**config.mk**
```make
export PLATFORM = sky130hd
export DESIGN_NAME = ber_chk_lane
export DESIGN_NICKNAME = d
export VERILOG_FILES = /design/src/rtl/ber_pkg.sv /design/src/rtl/ber_chk_lane.sv
export SDC_FILE = /design/constraint.sdc
export NUM_CORES = 1
export LEC_CHECK = 0
export CAP_MARGIN = 10
export CORE_MARGIN = 2
export CORE_UTILIZATION = 40
export CTS_BUF_LIST = sky130_fd_sc_hd__clkbuf_4
export DETAILED_ROUTE_END_ITERATION = 8
export PLACE_DENSITY = 0.61
export SYNTH_ARGS = -nofsm -noshare
export SYNTH_HDL_FRONTEND = slang
export SYNTH_SLANG_ARGS = --single-unit
```
**constraint.sdc**
```tcl
create_clock -name clk -period 3.15 [get_ports clk]
set_clock_uncertainty 0.1 [all_clocks]
set_input_delay 0.4725 -clock clk [delete_from_list [all_inputs] [get_ports clk]]
set_output_delay 0.4725 -clock clk [all_outputs]
set_load 0.005 [all_outputs]
```
**src/rtl/ber_pkg.sv**
```systemverilog
// Shared types and helpers for the multi-channel PRBS BER checker.
// Lane FSM encoding, PRBS feedback and saturating counter increment.
package ber_pkg;

  typedef enum logic [1:0] {
    ST_LOAD   = 2'd0,
    ST_QUAL   = 2'd1,
    ST_LOCKED = 2'd2
  } lane_st_e;

  localparam int unsigned MAX_W = 64;

  function automatic logic prbs_fb(input logic [MAX_W-1:0] st, input logic [MAX_W-1:0] taps);
    return ^(st & taps);
  endfunction

  // Increment that sticks at the all-ones value of a w-bit counter.
  function automatic logic [MAX_W-1:0] sat_inc(input logic [MAX_W-1:0] v, input int unsigned w);
    logic [MAX_W-1:0] lim;
    lim = (w >= MAX_W) ? '1 : ((MAX_W'(1) << w) - MAX_W'(1));
    return (v >= lim) ? v : v + MAX_W'(1);
  endfunction

endpackage

```
**src/rtl/ber_chk_lane.sv**
```systemverilog
// One BER lane: self-synchronising PRBS LFSR, lock qualification,
// loss-of-lock window monitor and saturating error/total/relock counters.
module ber_chk_lane
  import ber_pkg::*;
#(
  parameter int                  PRBS_LEN     = 9,
  parameter logic [PRBS_LEN-1:0] PRBS_TAPS    = 9'h110,
  parameter int                  SYNC_WIN     = 511,
  parameter int                  LOCK_ERR_MAX = 0,
  parameter int                  LOSS_WIN     = 1024,
  parameter int                  LOSS_ERR_MAX = 64,
  parameter int                  CNT_W        = 64
) (
  input  logic             clk,
  input  logic             i_reset,
  input  logic             i_stb,
  input  logic             i_clear,
  input  logic             i_rx,
  output logic [CNT_W-1:0] o_err,
  output logic [CNT_W-1:0] o_tot,
  output logic [7:0]       o_relock,
  output logic             o_locked,
  output logic             o_led
);

  localparam int SEQ_MAX = (SYNC_WIN > PRBS_LEN) ? SYNC_WIN : PRBS_LEN;
  localparam int LC_W    = $clog2(SEQ_MAX + 1);
  localparam int QE_W    = $clog2(SYNC_WIN + 1);
  localparam int WC_W    = $clog2(LOSS_WIN + 1);

  lane_st_e            st_q, st_d;
  logic [LC_W-1:0]     cnt_q, cnt_d;
  logic [PRBS_LEN-1:0] lfsr_q, lfsr_d;
  logic [QE_W-1:0]     qerr_q, qerr_d;
  logic [WC_W-1:0]     wcnt_q, wcnt_d, werr_q, werr_d;
  logic [CNT_W-1:0]    err_q, err_d, tot_q, tot_d;
  logic [7:0]          relock_q, relock_d;
  logic                led_q, led_d;

  logic                pred, e;
  logic [PRBS_LEN-1:0] lfsr_ld, lfsr_fr;
  logic [QE_W-1:0]     qerr_sum;
  logic [WC_W-1:0]     werr_sum;

  assign pred     = prbs_fb(MAX_W'(lfsr_q), MAX_W'(PRBS_TAPS));
  assign e        = i_rx ^ pred;
  assign lfsr_ld  = {lfsr_q[PRBS_LEN-2:0], i_rx};
  assign lfsr_fr  = {lfsr_q[PRBS_LEN-2:0], pred};
  // Sums include the current bit so window/qualification decisions see it.
  assign qerr_sum = qerr_q + QE_W'(e);
  assign werr_sum = werr_q + WC_W'(e);

  always_comb begin
    st_d     = st_q;
    cnt_d    = cnt_q;
    lfsr_d   = lfsr_q;
    qerr_d   = qerr_q;
    wcnt_d   = wcnt_q;
    werr_d   = werr_q;
    err_d    = err_q;
    tot_d    = tot_q;
    relock_d = relock_q;
    led_d    = led_q;
    if (i_stb) begin
      unique case (st_q)
        ST_LOAD: begin
          lfsr_d = lfsr_ld;
          if (cnt_q == LC_W'(PRBS_LEN - 1)) begin
            cnt_d = '0;
            // An all-zero seed would free-run as zeros and falsely lock.
            if (lfsr_ld != '0) begin
              st_d   = ST_QUAL;
              qerr_d = '0;
            end
          end else begin
            cnt_d = cnt_q + LC_W'(1);
          end
        end
        ST_QUAL: begin
          lfsr_d = lfsr_fr;
          qerr_d = qerr_sum;
          if (cnt_q == LC_W'(SYNC_WIN - 1)) begin
            cnt_d = '0;
            if (32'(qerr_sum) <= 32'(LOCK_ERR_MAX)) begin
              st_d   = ST_LOCKED;
              wcnt_d = '0;
              werr_d = '0;
            end else begin
              st_d = ST_LOAD;
            end
          end else begin
            cnt_d = cnt_q + LC_W'(1);
          end
        end
        ST_LOCKED: begin
          lfsr_d = lfsr_fr;
          tot_d  = CNT_W'(sat_inc(MAX_W'(tot_q), CNT_W));
          if (e) err_d = CNT_W'(sat_inc(MAX_W'(err_q), CNT_W));
          wcnt_d = wcnt_q + WC_W'(1);
          werr_d = werr_sum;
          if (wcnt_q == WC_W'(LOSS_WIN - 1)) begin
            wcnt_d = '0;
            werr_d = '0;
            led_d  = (werr_sum == '0);
            if (32'(werr_sum) > 32'(LOSS_ERR_MAX)) begin
              st_d     = ST_LOAD;
              cnt_d    = '0;
              led_d    = 1'b0;
              relock_d = 8'(sat_inc(MAX_W'(relock_q), 8));
            end
          end
        end
        default: st_d = ST_LOAD;
      endcase
    end
    if (i_clear) begin
      err_d    = '0;
      tot_d    = '0;
      relock_d = '0;
    end
  end

  always_ff @(posedge clk) begin
    if (i_reset) begin
      st_q     <= ST_LOAD;
      cnt_q    <= '0;
      lfsr_q   <= '0;
      qerr_q   <= '0;
      wcnt_q   <= '0;
      werr_q   <= '0;
      err_q    <= '0;
      tot_q    <= '0;
      relock_q <= '0;
      led_q    <= 1'b0;
    end else begin
      st_q     <= st_d;
      cnt_q    <= cnt_d;
      lfsr_q   <= lfsr_d;
      qerr_q   <= qerr_d;
      wcnt_q   <= wcnt_d;
      werr_q   <= werr_d;
      err_q    <= err_d;
      tot_q    <= tot_d;
      relock_q <= relock_d;
      led_q    <= led_d;
    end
  end

  assign o_err    = err_q;
  assign o_tot    = tot_q;
  assign o_relock = relock_q;
  assign o_locked = (st_q == ST_LOCKED);
  assign o_led    = led_q;

endmodule

```
==> results by group, run 1 <==
Run status
  • Status: finished, final reports clean

Cells and area
  • Final #Nets: 1456
  • Share of layout cells above drive strength 1: 11.4%
  • Non-Filler Instances: 1776
  • Area grow syn2layout: 26.1%

Global route
  • First-pass GRT wire length: 47300 µm
  • Initial antenna violation count: 1
  • Largest net degree at the start of global routing: 58
  • Gr usage total: 21.7%
  • Remaining global-route overflow: 0
  • Vias in the first global route: 9205

Floorplan
  • Row count: 57
  • Die span in y: 162 µm
  • Core area: 0.0245 mm²
  • Die Span X: 162 µm
  • Starting Density: 40.9%
  • Ports: 143
  • Die area: 0.0263 mm²

Clock network
  • Clock insertion delay at the later pin of the skew report: 0.60 ns
  • Clk sinks: 188
  • Root Buffer: clkbuf_4
  • Reg clk slew, reported paths: 0.16 ns
  • Number of buffers created by CTS: 17
  • Max clock buf depth: 2
  • CTS tree: done
  • H-Tree Depth: 4

Critical path
  • Crit path max-delay cell type: clkdlybuf4s50_1
  • CP Cell Sequence: clkdlybuf4s50_1, xor3_2, ha_2, a211o_1, a2111oi_2, o22ai_1, o31a_1, buf_4, o21ai_0, a21oi_1
  • Max incr delay on CP: 0.52 ns
  • CP Launch Type: input port
  • Buf+Inv Stages, Crit Path: 2
  • CP required: 3.52 ns
  • Worst Path Arrival: 3.48 ns
  • Delay-heaviest family, CP: compound AO/OA/AOI/OAI gates
  • Crit end category: flop
  • Max FO, Critical Path: 10
  • Crit path kind: in2reg

Yosys
  • Cell Area, Synth: 0.0100 mm²
  • Synth Instances: 1264
  • Synth area leaders: dfxtp_1 38%, a21oi_1 6.0%, nand2_1 5.0%, or4_1 4.2%, nand3_1 3.5%
  • Cell taking the most area after synthesis: dfxtp_1
  • Seq/Total Area, Yosys: 37.6%
  • Syn nets: 1284
  • Mapped Avg Cell Area: 7.91 µm²
  • Cell variety after synth: 66
  • Post-synth ARST share: 0%
  • #FFs+latches synth: 188
  • Post-synth top flop: dfxtp_1
  • Post-synth EDFFs: 0
  • Ys Warns: 0
  • Post-synth top area share: 37.6%

Timing
  • Slew HR: 28.7%
  • Setup violators final: 0
  • Crit share post-route: 98.9%
  • RSZ-0062 raised after global routing: true
  • Final Hold Viols: 0
  • Final Slew Violations: 0
  • Worst Tran Pin Value: 1.06 ns
  • Post-layout minimum cycle time: 3.12 ns
  • Max frequency: 321 MHz

Placed design
  • Placed Cells: 1740
  • GPL Wtd Cong: 0.861
  • PortBufs: 142
  • DPL Wire Length: 20600 µm

Route
  • First-iteration detailed-routing DRC count: 761
  • Post-Route WL: 28900 µm
  • Post-DRT Antenna Nets: 0
  • WL per Instance: 16.3 µm
  • WL met3: 1420 µm
  • Metal2 WL: 12800 µm
  • Vias: 10161
  • First-pass DRT Iterations: 5
  • M1 WL: 14400 µm
  • DRC viols: 0
  • Uppermost layer routed: met4
  • Via density: 5.72

Power and ir drop
  • Clock share of power: 34.0%
  • Switch share: 27.1%
  • Power Total: 3.79 mW
  • Combinational power share: 3.1%
  • Sw Pwr: 1.03 mW
  • Maximum VDD drop: 228 µV
  • Pwr/cell area: 301 mW/mm²
  • Leak pwr: 4.06 nW
  • Internal power: 2.76 mW
  • Seq pwr share: 63.0%

Hold path
  • Worst min path class: in2reg

Job
  • Maxcap violations: 0
==> sequential cells by signal, indices dropped and copies added, names as in the netlist, 8 cells and up <==
name	cells
lfsr_q	9
qerr_q	9
o_relock	8
wcnt_q	11
cnt_q	9
o_tot	64
o_err	64
werr_q	11
==> worst paths after layout <==
check	startpoint	end	slack, ns	depth (start not counted)
hold / removal	i_reset	cnt_q[0]	0.31	3
setup / recovery	i_rx	wcnt_q[6]	0.03	10
setup reg to reg	lfsr_q[4]	wcnt_q[6]	0.16	9
hold reg to reg	wcnt_q[10]	wcnt_q[10]	0.37	2
==> tightest hold or removal path, delay by kind of cell <==
kind	cells	cell delay, ns
buf+inv	2	0.36
compound gates	1	0.13
==> cell families after synthesis <==
| group | after synthesis | share of synthesized area (%) |
|---|---|---|
| AOI/OAI and AO/OA | 325 | 20.0 |
| xor gates and xnor gates | 35 | 3.22 |
| adders and majority gates | 15 | 1.88 |
| buffers and inverters | 118 | 4.79 |
| DFF | 188 | 37.6 |
| muxes | 12 | 1.21 |
| and+or+nand+nor | 571 | 31.2 |
==> synthesized netlist by cell type (15+ instances only) <==
library cell  count
a21oi_1         119
a31oi_1          29
and3_1           30
and4_1           20
clkbuf_1         79
dfxtp_1         188
ha_1             15
inv_1            28
nand2_1         133
nand3_1          69
nand4_1          38
nor2_1           82
nor3_1           21
o21ai_0          65
o31ai_1          41
or3_1            47
or4_1            56
xnor2_1          28
==> repair_timing <==
item	in CTS	in global routing
pin swaps	0	7
endpoints found under the setup margin	5	39
endpoints found under the hold margin	0	0
gates resized for setup	2	4
setup buffers	0	0
cloned	0	1
hold buffers	0	0
==> per-layer routing <==
layer / vias to the layer above / GRT usage (%)
li1: 5082 / -
met1: 4851 / 31.5
met2: 206 / 33.6
met3: 22 / 3.70
met4: 0 / 5.23
met5: - / 0
==> cells in the final DEF, fill, tap and decap left out, types with 28 or more instances in the layout <==
master / n
a21oi_1: 119
a31oi_1: 28
and3_1: 30
buf_4: 96
clkdlybuf4s50_1: 141
dfxtp_1: 187
inv_1: 28
nand2_1: 133
nand3_1: 69
nand4_1: 38
nor2_1: 81
o21ai_0: 65
o31ai_1: 39
or3_1: 47
or4_1: 56
xnor2_1: 28
==> power groups by stage <==
| stage | Sequential, mW | Combinational, mW | Clock, mW |
|---|---|---|---|
| final | 2.39 | 0.116 | 1.29 |
| after global routing | 2.39 | 0.128 | 1.44 |
| after CTS | 2.39 | 0.116 | 1.34 |
| after global placement | 2.44 | 0.116 | 0 |
| after floorplan | 2.44 | 0.0687 | 0 |
| after detailed placement | 2.44 | 0.115 | 0 |
==> metrics by stage <==
| stage | util [%] | area, µm² | hold WS (ns) | setup TNS [ns] | worst slack (ns) |
|---|---|---|---|---|---|
| 2_1_floorplan | - | 10000 | 0.323 | 0 | 0.00968 |
| 3_3_place_gp | 50.3 | 12300 | 0.348 | -12.27 | -0.379 |
| 3_5_place_dp | 50.3 | 12300 | 0.346 | -15.01 | -0.450 |
| 4_1_cts | 51.4 | 12600 | 0.256 | 0 | 0.0276 |
| 5_1_grt | 51.5 | 12600 | 0.268 | -0.115 | -0.0414 |
| 6_report | 51.5 | 12600 | 0.305 | 0 | 0.0339 |
==> final cells by class <==
cell class | count | area (µm²)
fillers | 2363 | 11900
diodes | 4 | 10.0
clock buffers | 17 | 128
inverters | 28 | 105
repair buffers | 242 | 2220
flip-flops and latches | 188 | 3760
well taps | 324 | 405
clock inverters | 14 | 129
multi-input cells | 959 | 5850
No activity file was read; power rests on OpenSTA's default activity.
==> run 2: changes to the inputs <==
ABC_AREA = 0   (was not set)
SKIP_CTS_REPAIR_TIMING = 1   (was not set)
==> results of run 2 <==
Final layout, timing and power as in run 1 (identical DEF).
